`config.mk`:
```
export PLATFORM = sky130hd
export DESIGN_NAME = mem_access_stage
export DESIGN_NICKNAME = d
export VERILOG_FILES = /design/src/rtl/mem_access_stage.sv
export SDC_FILE = /design/constraint.sdc
export NUM_CORES = 1
export LEC_CHECK = 0
export BUFFER_PORTS_ARGS = -buffer_cell sky130_fd_sc_hd__clkbuf_2
export CAP_MARGIN = 10
export CORE_AREA = 2 2 99 101
export DETAILED_ROUTE_END_ITERATION = 10
export DIE_AREA = 0 0 101 103
export HOLD_SLACK_MARGIN = 0.03
export PLACE_DENSITY = 0.82
export SYNTH_ARGS = -nofsm -noshare
export SYNTH_HDL_FRONTEND = slang
export SYNTH_SLANG_ARGS = --single-unit
```
`constraint.sdc`:
```
create_clock -name clk -period 6.1 [get_ports clk]
set_input_delay 0.61 -clock clk [delete_from_list [all_inputs] [get_ports clk]]
set_output_delay 0.61 -clock clk [all_outputs]
set_load 0.01 [all_outputs]
```
`src/rtl/mem_access_stage.sv`:
```
// ---------------------------------------------------------------------------
// mem_access_stage
//
// Memory stage of the 5-stage RV32I pipeline. It takes the EX/M register
// outputs, runs the data-memory access over a valid/ready handshake (byte-lane
// alignment, load sign/zero extension, wait-state timeout), selects the
// writeback value and registers it into the M/W pipeline register. While an
// access is outstanding it holds the upstream registers with stall_m.
//
// Ports
//   clk, reset          clock; asynchronous active-high reset
//   valid_m ..          EX/M register outputs (address/ALU result, store data,
//   result_src_m        rd, PC+4, control, funct3, result select)
//   dmem_req/we/addr/   data-memory request; addr is word aligned, wdata and
//   wdata/be            be are lane aligned
//   dmem_ready/rdata    memory completion and read data
//   stall_m             hold IF/ID/EX/M while the access is pending
//   valid_w .. bus_err_w  M/W pipeline register outputs
// ---------------------------------------------------------------------------
module mem_access_stage #(
    parameter int MAX_WAIT = 16,  // cycles allowed in WAIT before abort (1..255)
    parameter int CNT_W    = 8    // wait counter width, 2**CNT_W > MAX_WAIT
) (
    input  logic        clk,
    input  logic        reset,
    // EX/M register outputs
    input  logic        valid_m,
    input  logic [31:0] alu_result_m,
    input  logic [31:0] write_data_m,
    input  logic [4:0]  rd_m,
    input  logic [31:0] pc_plus_4_m,
    input  logic        reg_write_m,
    input  logic        mem_read_m,
    input  logic        mem_write_m,
    input  logic [2:0]  funct3_m,
    input  logic [1:0]  result_src_m,
    // data memory
    output logic        dmem_req,
    output logic        dmem_we,
    output logic [31:0] dmem_addr,
    output logic [31:0] dmem_wdata,
    output logic [3:0]  dmem_be,
    input  logic        dmem_ready,
    input  logic [31:0] dmem_rdata,
    // pipeline control
    output logic        stall_m,
    // M/W register
    output logic        valid_w,
    output logic        reg_write_w,
    output logic [4:0]  rd_w,
    output logic [31:0] result_w,
    output logic        fault_w,
    output logic        bus_err_w
);

    typedef enum logic {IDLE, WAIT} state_e;

    state_e           state_q, state_d;
    logic [CNT_W-1:0] wait_cnt_q, wait_cnt_d;

    // ------------------------------------------------------------------
    // Access decode and fault detection
    // ------------------------------------------------------------------
    logic       access;
    logic       is_store;
    logic       illegal_f3;
    logic       misaligned;
    logic       fault;
    logic       abort;
    logic [1:0] off;
    logic [1:0] size;

    assign access   = valid_m & (mem_read_m | mem_write_m);
    // Read and write both set is treated as a store.
    assign is_store = mem_write_m;
    assign off      = alu_result_m[1:0];
    assign size     = funct3_m[1:0];

    always_comb begin
        illegal_f3 = 1'b0;
        if (is_store) begin
            // SB/SH/SW only
            illegal_f3 = funct3_m[2] | (size == 2'b11);
        end else begin
            // LB/LH/LW/LBU/LHU only
            illegal_f3 = (size == 2'b11) | (funct3_m == 3'b110);
        end
    end

    assign misaligned = ((size == 2'b01) & off[0]) |
                        ((size == 2'b10) & (off != 2'b00));

    assign fault = access & (illegal_f3 | misaligned);

    // Timeout: still not ready after MAX_WAIT cycles spent in WAIT.
    assign abort = (state_q == WAIT) & access & ~fault & ~dmem_ready &
                   (wait_cnt_q == CNT_W'(MAX_WAIT));

    // Reset gates the request combinationally so it drops in the very cycle
    // reset asserts, not at the next edge.
    assign dmem_req = ~reset & access & ~fault & ~abort;
    assign stall_m  = dmem_req & ~dmem_ready;
    assign dmem_we  = dmem_req & is_store;

    // ------------------------------------------------------------------
    // Byte-lane alignment
    // ------------------------------------------------------------------
    assign dmem_addr = {alu_result_m[31:2], 2'b00};

    always_comb begin
        dmem_be    = 4'b1111;
        dmem_wdata = write_data_m;
        case (size)
            2'b00: begin
                dmem_be    = 4'b0001 << off;
                dmem_wdata = {4{write_data_m[7:0]}};
            end
            2'b01: begin
                dmem_be    = 4'b0011 << off;
                dmem_wdata = {2{write_data_m[15:0]}};
            end
            default: begin
                dmem_be    = 4'b1111;
                dmem_wdata = write_data_m;
            end
        endcase
    end

    // ------------------------------------------------------------------
    // Load extraction: shift the addressed lane down to bit 0, then extend.
    // ------------------------------------------------------------------
    logic [31:0] lane_word;
    logic [31:0] load_val;

    assign lane_word = dmem_rdata >> {off, 3'b000};

    always_comb begin
        load_val = dmem_rdata;
        case (funct3_m)
            3'b000:  load_val = {{24{lane_word[7]}}, lane_word[7:0]};
            3'b100:  load_val = {24'd0, lane_word[7:0]};
            3'b001:  load_val = {{16{lane_word[15]}}, lane_word[15:0]};
            3'b101:  load_val = {16'd0, lane_word[15:0]};
            default: load_val = dmem_rdata;
        endcase
    end

    // ------------------------------------------------------------------
    // FSM
    // ------------------------------------------------------------------
    always_ff @(posedge clk or posedge reset) begin
        if (reset) begin
            state_q    <= IDLE;
            wait_cnt_q <= '0;
        end else begin
            state_q    <= state_d;
            wait_cnt_q <= wait_cnt_d;
        end
    end

    always_comb begin
        state_d    = state_q;
        wait_cnt_d = wait_cnt_q;
        case (state_q)
            IDLE: begin
                if (stall_m) begin
                    state_d    = WAIT;
                    wait_cnt_d = CNT_W'(1);
                end
            end
            WAIT: begin
                if (stall_m) begin
                    wait_cnt_d = wait_cnt_q + CNT_W'(1);
                end else begin
                    // completion, abort, or the access vanished
                    state_d    = IDLE;
                    wait_cnt_d = '0;
                end
            end
            default: begin
                state_d    = IDLE;
                wait_cnt_d = '0;
            end
        endcase
    end

    // ------------------------------------------------------------------
    // M/W pipeline register
    // ------------------------------------------------------------------
    logic        valid_w_q,     valid_w_d;
    logic        reg_write_w_q, reg_write_w_d;
    logic [4:0]  rd_w_q,        rd_w_d;
    logic [31:0] result_w_q,    result_w_d;
    logic        fault_w_q,     fault_w_d;
    logic        bus_err_w_q,   bus_err_w_d;

    always_comb begin
        valid_w_d     = valid_w_q;
        reg_write_w_d = reg_write_w_q;
        rd_w_d        = rd_w_q;
        result_w_d    = result_w_q;
        fault_w_d     = fault_w_q;
        bus_err_w_d   = bus_err_w_q;
        if (stall_m) begin
            // bubble; rd/result keep their last value
            valid_w_d     = 1'b0;
            reg_write_w_d = 1'b0;
            fault_w_d     = 1'b0;
            bus_err_w_d   = 1'b0;
        end else begin
            valid_w_d     = valid_m;
            // stores never write rd, neither do faulted or aborted accesses
            reg_write_w_d = valid_m & reg_write_m & ~fault & ~abort & ~is_store;
            rd_w_d        = rd_m;
            fault_w_d     = fault;
            bus_err_w_d   = abort;
            case (result_src_m)
                2'b01:   result_w_d = load_val;
                2'b10:   result_w_d = pc_plus_4_m;
                default: result_w_d = alu_result_m;
            endcase
        end
    end

    always_ff @(posedge clk or posedge reset) begin
        if (reset) begin
            valid_w_q     <= 1'b0;
            reg_write_w_q <= 1'b0;
            rd_w_q        <= '0;
            result_w_q    <= '0;
            fault_w_q     <= 1'b0;
            bus_err_w_q   <= 1'b0;
        end else begin
            valid_w_q     <= valid_w_d;
            reg_write_w_q <= reg_write_w_d;
            rd_w_q        <= rd_w_d;
            result_w_q    <= result_w_d;
            fault_w_q     <= fault_w_d;
            bus_err_w_q   <= bus_err_w_d;
        end
    end

    assign valid_w     = valid_w_q;
    assign reg_write_w = reg_write_w_q;
    assign rd_w        = rd_w_q;
    assign result_w    = result_w_q;
    assign fault_w     = fault_w_q;
    assign bus_err_w   = bus_err_w_q;

endmodule

```
== After elaboration in Yosys (flattened, before gate mapping) ==
Cells that the tools add are included.
Storage, ports and cells
  flip-flop bits (word level): 50
  bits of input ports: 145
  output and inout port bits: 112
  word-level logic and storage cells: 67
Operators by class
  $add $sub $neg: 1
  equal/unequal tests: 11
  shifts and indexed selects: 3
  multiplexer cells: 13
  bitwise gates (word level): 28
  reduce and logical (&&, ||, !) cells: 3
Operator list (count)
  32-bit one-hot mux with 2 select lines: 2
  32-bit one-hot mux with 4 select lines: 1
  32-bit by 5-bit >> shifter with 16-bit output: 1
  1-bit bitwise AND: 17
  8-bit two-way mux: 2
  8-bit one-hot mux with 2 select lines: 1
  3-bit == test, second input constant: 3
  8-bit by 1-bit adder with 8-bit output, second input constant: 1
  8-bit by 5-bit == test with 1-bit output, second input constant: 1
  4-bit one-hot mux with 2 select lines: 1
  2-bit == test, second input constant: 3
  1-bit two-way mux: 6
  1-bit NOT: 6
  1-bit bitwise OR: 5
  2-bit by 1-bit == test with 1-bit output, second input constant: 2
  1-bit by 2-bit left shift with 4-bit output, first input constant: 1
  2-bit by 2-bit left shift with 4-bit output, first input constant: 1
  3-bit by 1-bit == test with 1-bit output, second input constant: 1
  3-bit zero test: 1
  2-bit zero test: 1
  2-bit != test, second input constant: 1
  2-bit nonzero test: 1

== Logic depth before layout (Yosys ltp) ==
Gate-level depths: netlist (run 1).
  depth after elaboration: 14
  mapped depth: 9

== Worst setup path before layout (run 1) ==
No wires, ideal clock.
  path kind: input to output
  from: input port dmem_ready
  to: output port stall_m
  data arrival time: 1971 ps
  required time: 5490 ps
  slack: 3519 ps
  stages on the path: 5
  buffers on the path: 1
  path through: or4b_1 -> or4_4 -> nand3_2 -> inv_2 -> buf_2
On the way
  word-level cells in the longest chain between the ends: 6
RTL lines
  start, declared: line 43  | input logic dmem_ready,
  1-bit NOT *: line 96, 102
  1-bit bitwise AND (2 in series): line 96  | assign abort = (state_q == WAIT) & access & ~fault & ~dmem_ready &
  1-bit NOT: line 101  | assign dmem_req = ~reset & access & ~fault & ~abort;
  1-bit bitwise AND: line 101
  1-bit bitwise AND *: line 102  | assign stall_m = dmem_req & ~dmem_ready;
  end, declared: line 46  | output logic stall_m,
Mark *: on every way between the ends. The rest lies on a longest branch, timed or not.

== Worst setup path in the final report (run 1) ==
  from: register wait_cnt_q[0]
  to: output port stall_m
On the way
  word-level cells in the longest chain between the ends: 5
RTL lines
  start, declared: line 59  | logic [CNT_W-1:0] wait_cnt_q, wait_cnt_d;
  start signal, assigned: line 157  | wait_cnt_q <= wait_cnt_d;
  8-bit by 5-bit == test with 1-bit output: line 97  | (wait_cnt_q == CNT_W'(MAX_WAIT));
  1-bit bitwise AND: line 96
  1-bit NOT: line 101
  1-bit bitwise AND: line 101
  1-bit bitwise AND: line 102
Every way passes these cells.

==> impl_metrics.yaml, run 1 <==
setup_path:
  crit_path_cell_trace: "inv_1 -> ha_1 -> or4b_1 -> or4_4 -> nand3_2 -> inv_2 -> clkbuf_2"
  cp_slowest_stage_delay_ns: 0.54
  worst_path_required_ns: 5.49
  max_stage_delay_cell_worst_path: "sky130_fd_sc_hd__or4_4"
  reg2reg_to: "result_w[15]"
  worst-r2r-cell-count: 7
  ff2ff_setup_slack_ns: 3.30
  critPathLaunchType: "register"
  setup.worst_path.class: "reg -> out"
  crit_fanout: 26
  launch_instance_of_the_worst_register_to_register_path: "wait_cnt_q[0]"
  cp.arrival_ns: 2.47
  setup_crit_end_kind: "output port"
yosys:
  top_cell_type_by_total_area_after_synthesis: "sky130_fd_sc_hd__dfrtp_1"
  synth.most_common_cell: "sky130_fd_sc_hd__nand2_1"
  seq_area_frac_synth_pct: 30.88
  number_of_different_library_cells_in_the_post_synthesis_netlist: 52
  post_synth_most_frequent_cells: "59 x sky130_fd_sc_hd__nand2_1, 50 x sky130_fd_sc_hd__dfrtp_1, 44 x sky130_fd_sc_hd__buf_4"
  synthArstFlopShare_pct: 100.0
  synth_seq_cells: 50
  synth-main-ff-cell: "sky130_fd_sc_hd__dfrtp_1"
  cell_count_after_synthesis: 479
  post_synth_main_area_contributors: "sky130_fd_sc_hd__dfrtp_1 31%, sky130_fd_sc_hd__buf_4 8.2%, sky130_fd_sc_hd__mux2_2 6.4%"
  post_synth_instance_area_sq_um: 4051
  synth_top_area_share_pct: 30.88
  synth-edff-count: 0
  synth_warnings: 0
  postSynthAreaPerCell_sq_um: 8.458
clock_network:
  ctsHtreeMaxLevel: 2
  total_cts_buffers: 5
  cts-root-to-sink-buffers: 2
  cts_num_sinks: 50
  cts-resized-gates: 0
  cts-root-buf: "sky130_fd_sc_hd__clkbuf_8"
  tritoncts: "done"
  hold_buffers: 0
  cts_setup_buffers: 0
  clkLatencyLatePin_ns: 0.30
  clk_pin_slew_ns: 0.09
status:
  run_status: "completed"
final_layout:
  layout-area-overhead-vs-synth_pct: 27.49
  n_fill_cell: 893
  diodes: 0
  seqCellArea_sq_um: 1251
  post_route_cells_drive_above_1_share_pct: 44.73
  multi_input_comb_area_sq_um: 2281
  final_net_count: 812
  finalNonFillerCells: 778
timing:
  fin_skew_ns: 0.004690
  report.final.slew_viol_count: 0
  rsz0062_at_grt: "false"
  fin_setup_tns_ns: 0
  setup_viol: 0
  finalHoldViolCount: 0
  fin_crit_sh_pct: 50.56
  max_slew.worst_pin.slew_ns: 1.122
  period_needed_ns: 3.084
  max_slew_margin_pct: 25.02
  max_freq_mhz: 324.3
floorplanning:
  rows: 36
  floorplan.die_area_sq_um: 10400
  core_region_area_sq_um: 9459
  die_h_um: 103
  fp.dieW_um: 101
  ioPinCount: 257
  floorplan.initialDensity_pct: 42.83
grt:
  initial_antenna_violation_count: 0
  grt_max_degree: 59
  grtUsageTotal_pct: 26.90
  vias_in_the_first_global_route: 4355
  grt_overflow_total: 0
  global_route_wire_length_before_repair_um: 21720
placement:
  gpl.final_weighted_congestion: 0.9446
  place.detailed.hpwl_um: 11240
  place_inst: 769
  port_buffers: 254
detailed_routing:
  routed-via-count: 4525
  route.detailed.vias_per_inst: 5.816
  final_antenna_net_count: 0
  detail_route.iter0.violations: 346
  finalWirelength_um: 14470
  wl_per_cell_um: 18.60
  final_routed_drc_violation_total: 0
  detail_route.first_pass.iterations: 5
worst_hold_path:
  hold_path_class: "in -> async"
power:
  power.static_leakage_nw: 2.593
  power.density_cell_area_nw_per_um2: 199.7
  maximum_ir_drop_on_the_vdd_rail_v: 0.0001075
run:
  max-cap-violations: 0
[layer usage]
metal | vias to the layer above | track usage (%) | wire length, um
li1 | 2098 | - | -
met2 | 246 | 49.74 | 7510
met1 | 2144 | 31.28 | 5503
met3 | 37 | 4.136 | 1040
met5 | - | 0 | 0
met4 | 0 | 10.50 | 418
[state kept, by name, indices dropped and copies added (netlist names)]
name,flops
wait_cnt_q,8
reg_write_w,1
rd_w,5
valid_w,1
result_w,32
state_q,1
fault_w,1
bus_err_w,1
[area by class of cell]
class                   instances  area share [%]
clock buffers                   6           1.599
clock inverters                 2           1.163
inverters                       9          0.6541
multi-input cells             339           44.16
flip-flops and latches         50           24.22
well taps                     114           2.762
repair buffers                258           25.44
[kinds of logic (layout without fill, tap and decap cells)]
family	after synthesis	count (layout)	share of synthesized area [%]
AOI/OAI and AO/OA	174	174	29.62
xor gates and xnor gates	4	4	0.8649
adders and majority gates	4	4	1.235
buffers and inverters	91	275	12.91
DFF	50	50	30.88
muxes	37	37	10.19
other	1	2	0.09256
and+or+nand+nor	118	118	14.21
[worst max-delay path by stage]
stage | start | slack, ns | cells past startpoint | to
final | wait_cnt_q[0] | 3.02 | 7 | stall_m
after global routing | wait_cnt_q[0] | 2.88 | 7 | stall_m
after CTS | wait_cnt_q[0] | 2.99 | 7 | stall_m
after detailed placement | funct3_m[1] | 3.08 | 4 | dmem_wdata[12]
after global placement | alu_result_m[1] | 3.16 | 5 | stall_m
after floorplan | dmem_ready | 3.52 | 5 | stall_m
[power breakdown]
group | internal [mW] | total (mW) | switching, mW
Sequential | 0.368 | 0.393 | 0.0251
Clock | 0.175 | 0.289 | 0.114
Combinational | 0.153 | 0.349 | 0.197
Total | 0.696 | 1.03 | 0.336
[worst max-delay path, delay by kind of cell, from the launching register on]
kind / cells / cell delay [ns]
fa+ha+maj: 1 / 0.17
simple gates: 3 / 1.09
buf+inv: 3 / 0.49
flops: 1 / 0.42
[stage by stage]
stage	hold slack, ns	instance area, sq um	setup WS [ns]	util, %	power (mW)
3_3_place_gp	0.4546	5002	3.158	52.88	0.7367
4_1_cts	0.4807	5145	2.994	54.39	1.036
2_1_floorplan	0.4969	4055	3.519	-	0.6013
3_5_place_dp	0.4588	5002	3.079	52.88	0.7467
5_1_grt	0.3471	5165	2.877	54.60	1.083
6_report	0.3090	5165	3.016	54.60	1.032
[cell usage in the layout, fill, tap and decap left out, drive strengths merged, types with 2 or more instances in the layout]
cell	count
bufinv	2
nor2	10
o221ai	16
nand3b	2
mux2i	12
ha	4
a21oi	18
clkbuf	260
a22oi	23
conb	2
xor2	2
nand2b	9
o211ai	17
nor3	3
and2	3
mux2	24
xnor2	2
a21o	3
o21ai	48
inv	9
o22a	7
nand3	8
buf	4
a221oi	14
dfrtp	50
nand2	59
a31oi	4
o21a	16
nand4	2
or3b	2
nor2b	15
(Power assumes the default switching activity.)
==> run 2, diff against run 1 <==
- CORE_AREA: 2 2 99 101 -> 2 2 105 107
- DIE_AREA: 0 0 101 103 -> 0 0 107 109
- PLACE_DENSITY: 0.82 -> 0.77
- clock period: 6.1 -> 2.8 ns (I/O delays scaled with it)
==> impl_metrics.yaml, run 2 (synthesis gave the netlist of run 1 again) <==
power:
  maximum_ir_drop_on_the_vdd_rail_v: 0.0002303
  power_frac_seq_pct: 39.9
  power.net_switching_uw: 737.6
  cell_internal_pwr_mw: 1.411
  pwr-share-comb_pct: 36.1
  netSwitchingFraction_pct: 34.33
  power.density_cell_area_nw_per_um2: 410.1
  clk_network_pwr_share_pct: 24.0
  power.static_leakage_nw: 2.611
setup_path:
  launch_instance_of_the_worst_register_to_register_path: "wait_cnt_q[0]"
  crit_fanout: 4
  setup.worst_path.class: "reg -> out"
  setup_crit_end_kind: "output port"
  critical_path.startpoint: "wait_cnt_q[0]"
  cp.arrival_ns: 2.28
  max_stage_delay_cell_worst_path: "sky130_fd_sc_hd__or4_4"
  critPathLaunchType: "register"
  cp_slowest_stage_delay_ns: 0.46
  worst_path_required_ns: 2.52
  crit_path_cell_trace: "inv_2 -> ha_1 -> or4b_1 -> or4_4 -> nand2_1 -> nor3_1 -> and2_1 -> clkbuf_2"
floorplanning:
  rows: 38
  fp.dieW_um: 107
  floorplan.initialDensity_pct: 38.21
  ioPinCount: 257
  die_h_um: 109
  core_region_area_sq_um: 10600
  floorplan.die_area_sq_um: 11660
status:
  run_status: "completed"
timing:
  report.final.slew_viol_count: 0
  finalHoldViolCount: 0
  hold_ws_ns: 0.1742
  setup_viol: 0
  period_needed_ns: 2.564
  max_slew_margin_pct: 28.98
  max_freq_mhz: 390.0
  fin_crit_sh_pct: 91.58
  max_slew.worst_pin.slew_ns: 1.064
  fin_skew_ns: 0.008631
  rsz0062_at_grt: "false"
  fin_setup_tns_ns: 0
detailed_routing:
  routed-via-count: 4554
  finalWirelength_um: 14940
  final_routed_drc_violation_total: 0
  detail_route.first_pass.iterations: 5
  route.detailed.vias_per_inst: 5.595
  final_antenna_net_count: 0
  wl_per_cell_um: 18.35
  detail_route.iter0.violations: 327
final_layout:
  commonest_non_fill_non_tap_cell_in_the_layout: "sky130_fd_sc_hd__clkbuf_2"
  final_net_count: 821
  layout-area-overhead-vs-synth_pct: 29.31
  largest_register_ff_count: 32
  layout_common_cells: "254 x sky130_fd_sc_hd__clkbuf_2, 59 x sky130_fd_sc_hd__nand2_1, 50 x sky130_fd_sc_hd__dfrtp_1"
  seqCellArea_sq_um: 1251
  post_route_cells_drive_above_1_share_pct: 45.77
  n_fill_cell: 1036
  multi_input_comb_area_sq_um: 2295
clock_network:
  ctsHtreeMaxLevel: 2
  cts-root-to-sink-buffers: 2
  cts_num_sinks: 50
  clkLatencyLatePin_ns: 0.30
  cts-root-buf: "sky130_fd_sc_hd__clkbuf_8"
  hold_buffers: 0
  total_cts_buffers: 5
  tritoncts: "done"
  clk_pin_slew_ns: 0.09
placement:
  place.detailed.hpwl_um: 11780
  gpl.final_weighted_congestion: 0.8745
  port_buffers: 254
grt:
  global_route_wire_length_before_repair_um: 22550
  grt_max_degree: 51
  initial_antenna_violation_count: 1
  vias_in_the_first_global_route: 4373
  grtUsageTotal_pct: 24.71
  grt_overflow_total: 0
worst_hold_path:
  worst_hold_startpoint: "rd_m[0]"
  hold_path_class: "in -> reg"
run:
  max-cap-violations: 0
## run 2: what timing repair did
action	4_1_cts	5_1_grt
setup buffers	0	1
endpoints found under the setup margin	1	6
gates resized for setup	1	3
pin swaps	0	1
cloned	0	0
## run 2: final timing paths
path,slack (ns),end,depth (start not counted)
worst max-delay path,0.24,dmem_we,8
worst min-delay path,0.17,rd_w[0],3
worst max register to register,0.35,result_w[23],8
worst min register to register,0.47,rd_w[0],2
max in group asynchronous,1.91,result_w[28],2
min in group asynchronous,0.24,result_w[15],2
## run 2: cell type report
cell class / count / share of cell area, %
multi-input cells: 339 / 43.80
clock inverters: 2 / 0.7165
clock buffers: 6 / 1.385
well taps: 140 / 3.344
inverters: 9 / 0.6926
flip-flops and latches: 50 / 23.88
repair buffers: 267 / 26.13
diodes: 1 / 0.04777
## run 2: power groups by stage
| stage | clock network (mW) | registers [mW] | logic, mW |
|---|---|---|---|
| 6_report | 0.516 | 0.857 | 0.775 |
| 5_1_grt | 0.561 | 0.866 | 0.851 |
| 4_1_cts | 0.533 | 0.856 | 0.772 |
| 3_5_place_dp | 0 | 0.871 | 0.769 |
| 3_3_place_gp | 0 | 0.868 | 0.747 |
| 2_1_floorplan | 0 | 0.894 | 0.416 |
## run 2: critical path, delay by kind of cell (launching register included)
kind	cells	cell delay, ns
simple gates	5	1.21
flops	1	0.43
buf+inv	2	0.21
fa+ha+maj	1	0.14
## run 2: routing by layer
layer / GRT usage, % / vias to the layer above / wire length, um
li1: - / 2121 / -
met1: 29.94 / 2179 / 5732
met2: 44.90 / 238 / 7777
met3: 4.124 / 16 / 1199
met4: 7.514 / 0 / 225
met5: 0 / - / 0
## run 2: stage by stage
step | setup slack [ns] | util (%) | instance area (sq um) | total power, mW | cells
CTS | 0.03184 | 49.24 | 5221 | 2.161 | 812
detailed placement | 0.2120 | 48.18 | 5109 | 1.640 | 804
global route | 0.07127 | 49.41 | 5239 | 2.278 | 814
global placement | 0.3292 | 48.18 | 5109 | 1.615 | 804
floorplan | 0.5338 | - | 4055 | 1.310 | 480
finish | 0.2358 | 49.41 | 5239 | 2.149 | 814
==> run 3, diff against run 2 <==
- CORE_AREA: 2 2 105 107 -> 2 2 80 139
- CTS_BUF_LIST: default -> sky130_fd_sc_hd__clkbuf_8
- DIE_AREA: 0 0 107 109 -> 0 0 82 141
==> impl_metrics.yaml, run 3 (synthesis gave the netlist of run 1 again) <==
power:
  power.density_cell_area_nw_per_um2: 416.0
  design_power_total_mw: 2.178
  maximum_ir_drop_on_the_vdd_rail_v: 0.0002293
  power.static_leakage_nw: 2.626
setup_path:
  setup.worst_path.class: "reg -> out"
  critPathLaunchType: "register"
  reg2reg_to: "result_w[15]"
  worst-r2r-cell-count: 7
  max_stage_delay_cell_worst_path: "sky130_fd_sc_hd__or4_4"
  crit_buf_inv: 2
  ff2ff_setup_slack_ns: 0.24
  crit_fanout: 4
  cp_slowest_stage_delay_ns: 0.54
  setup_crit_end_kind: "output port"
  cp.arrival_ns: 2.42
  launch_instance_of_the_worst_register_to_register_path: "wait_cnt_q[0]"
  crit_path_cell_trace: "inv_1 -> ha_1 -> or4b_1 -> or4_4 -> nand2_1 -> nor3_1 -> and2_1 -> clkbuf_2"
  worst_path_dominant_cell_family: "simple AND/OR/NAND/NOR gates"
  worstSetupPathDepth: 8
  worst_path_required_ns: 2.52
floorplanning:
  fp.dieW_um: 82
  rows: 50
  die_h_um: 141
  ioPinCount: 257
  core_region_area_sq_um: 10510
  floorplan.die_area_sq_um: 11560
  floorplan.initialDensity_pct: 38.55
clock_network:
  cts-root-buf: "sky130_fd_sc_hd__clkbuf_8"
  clk_pin_slew_ns: 0.10
  cts-root-to-sink-buffers: 2
  cts_num_sinks: 50
  clkLatencyLatePin_ns: 0.31
  ctsHtreeMaxLevel: 2
  total_cts_buffers: 5
  tritoncts: "done"
timing:
  setup_viol: 0
  finalHoldViolCount: 0
  fin_skew_ns: 0.005769
  report.final.slew_viol_count: 0
  max_slew.worst_pin.slew_ns: 1.075
  hold_ws_ns: 0.1574
  worst_setup_margin_ns: 0.1038
  fin_crit_sh_pct: 96.29
  max_slew_margin_pct: 28.34
  fin_setup_tns_ns: 0
  rsz0062_at_grt: "false"
  max_freq_mhz: 370.9
  period_needed_ns: 2.696
detailed_routing:
  route.detailed.vias_per_inst: 5.665
  finalWirelength_um: 15600
  routed-via-count: 4566
  final_antenna_net_count: 0
  detail_route.first_pass.iterations: 5
  final_routed_drc_violation_total: 0
  detail_route.iter0.violations: 245
  wl_per_cell_um: 19.36
final_layout:
  layout_common_cells: "254 x sky130_fd_sc_hd__clkbuf_2, 59 x sky130_fd_sc_hd__nand2_1, 50 x sky130_fd_sc_hd__dfrtp_1"
  layout-area-overhead-vs-synth_pct: 29.25
  largest_register_ff_count: 32
  commonest_non_fill_non_tap_cell_in_the_layout: "sky130_fd_sc_hd__clkbuf_2"
  diodes: 0
  final_net_count: 824
  n_fill_cell: 1062
  post_route_cells_drive_above_1_share_pct: 45.71
  layout.cell_area.non_filler_sq_um: 5236
worst_hold_path:
  hold-path-cell-count: 3
  holdPathEnd: "rd_w[3]"
  worst_hold_startpoint: "rd_m[3]"
  hold_path_class: "in -> reg"
grt:
  grt_overflow_total: 0
  grtUsageTotal_pct: 26.97
  global_route_wire_length_before_repair_um: 24010
  initial_antenna_violation_count: 0
  grt_max_degree: 51
  vias_in_the_first_global_route: 4616
placement:
  gpl.final_weighted_congestion: 0.8531
  place_worst_setup_slack_ns: 0.2768
  place.detailed.hpwl_um: 12140
  port_buffers: 254
  detailed_place.area_sq_um: 5112
run:
  max-cap-violations: 0
status:
  run_status: "completed"
## run 3: cell type report
cell class / instances / area [sq um] / share of cell area (%)
Sequential cell: 50 / 1251 / 23.89
Clock buffer: 5 / 68.82 / 1.314
Clock inverter: 3 / 45.04 / 0.8602
Timing Repair Buffer: 270 / 1391 / 26.57
Tap cell: 130 / 162.7 / 3.106
Inverter: 9 / 36.28 / 0.6930
Multi-Input combinational cell: 339 / 2281 / 43.56
## run 3: repair_timing
action,in CTS,in global routing
resized for setup,0,2
buffers inserted,0,1
hold buffers,0,0
endpoints found under the setup margin,0,2
## run 3: tightest hold or removal path, cell delays in order
cell and delay, ns:
sky130_fd_sc_hd__clkbuf_2 0.07, sky130_fd_sc_hd__nand2_1 0.04, sky130_fd_sc_hd__nand2_1 0.05
## run 3: how the worst max path moves through the flow
stage | from | end | slack (ns)
after floorplan | wait_cnt_q[0] | result_w[15] | 0.53
after global placement | wait_cnt_q[0] | result_w[15] | 0.33
after detailed placement | wait_cnt_q[0] | result_w[15] | 0.28
after CTS | wait_cnt_q[0] | stall_m | 0.01
after global routing | wait_cnt_q[0] | dmem_we | 0.003
final | wait_cnt_q[0] | dmem_we | 0.10
## run 3: per-layer routing
layer	track usage (%)	share of wire, %
met5	0	0
met4	9.298	2.8
met3	4.417	6.8
met2	46.68	52
met1	33.04	39
## run 3: per-stage QoR
stage | std cells | util, %
floorplan | 480 | -
global placement | 797 | 48.64
detailed placement | 797 | 48.64
CTS | 805 | 49.73
global route | 806 | 49.82
finish | 806 | 49.82
## run 3: report_power, final
| part | internal (mW) | total [mW] | leakage (nW) | switching [mW] |
|---|---|---|---|---|
| sequential | 0.802 | 0.853 | 0.620 | 0.0513 |
| combinational | 0.343 | 0.787 | 1.96 | 0.444 |
| clock | 0.266 | 0.538 | 0.0504 | 0.271 |
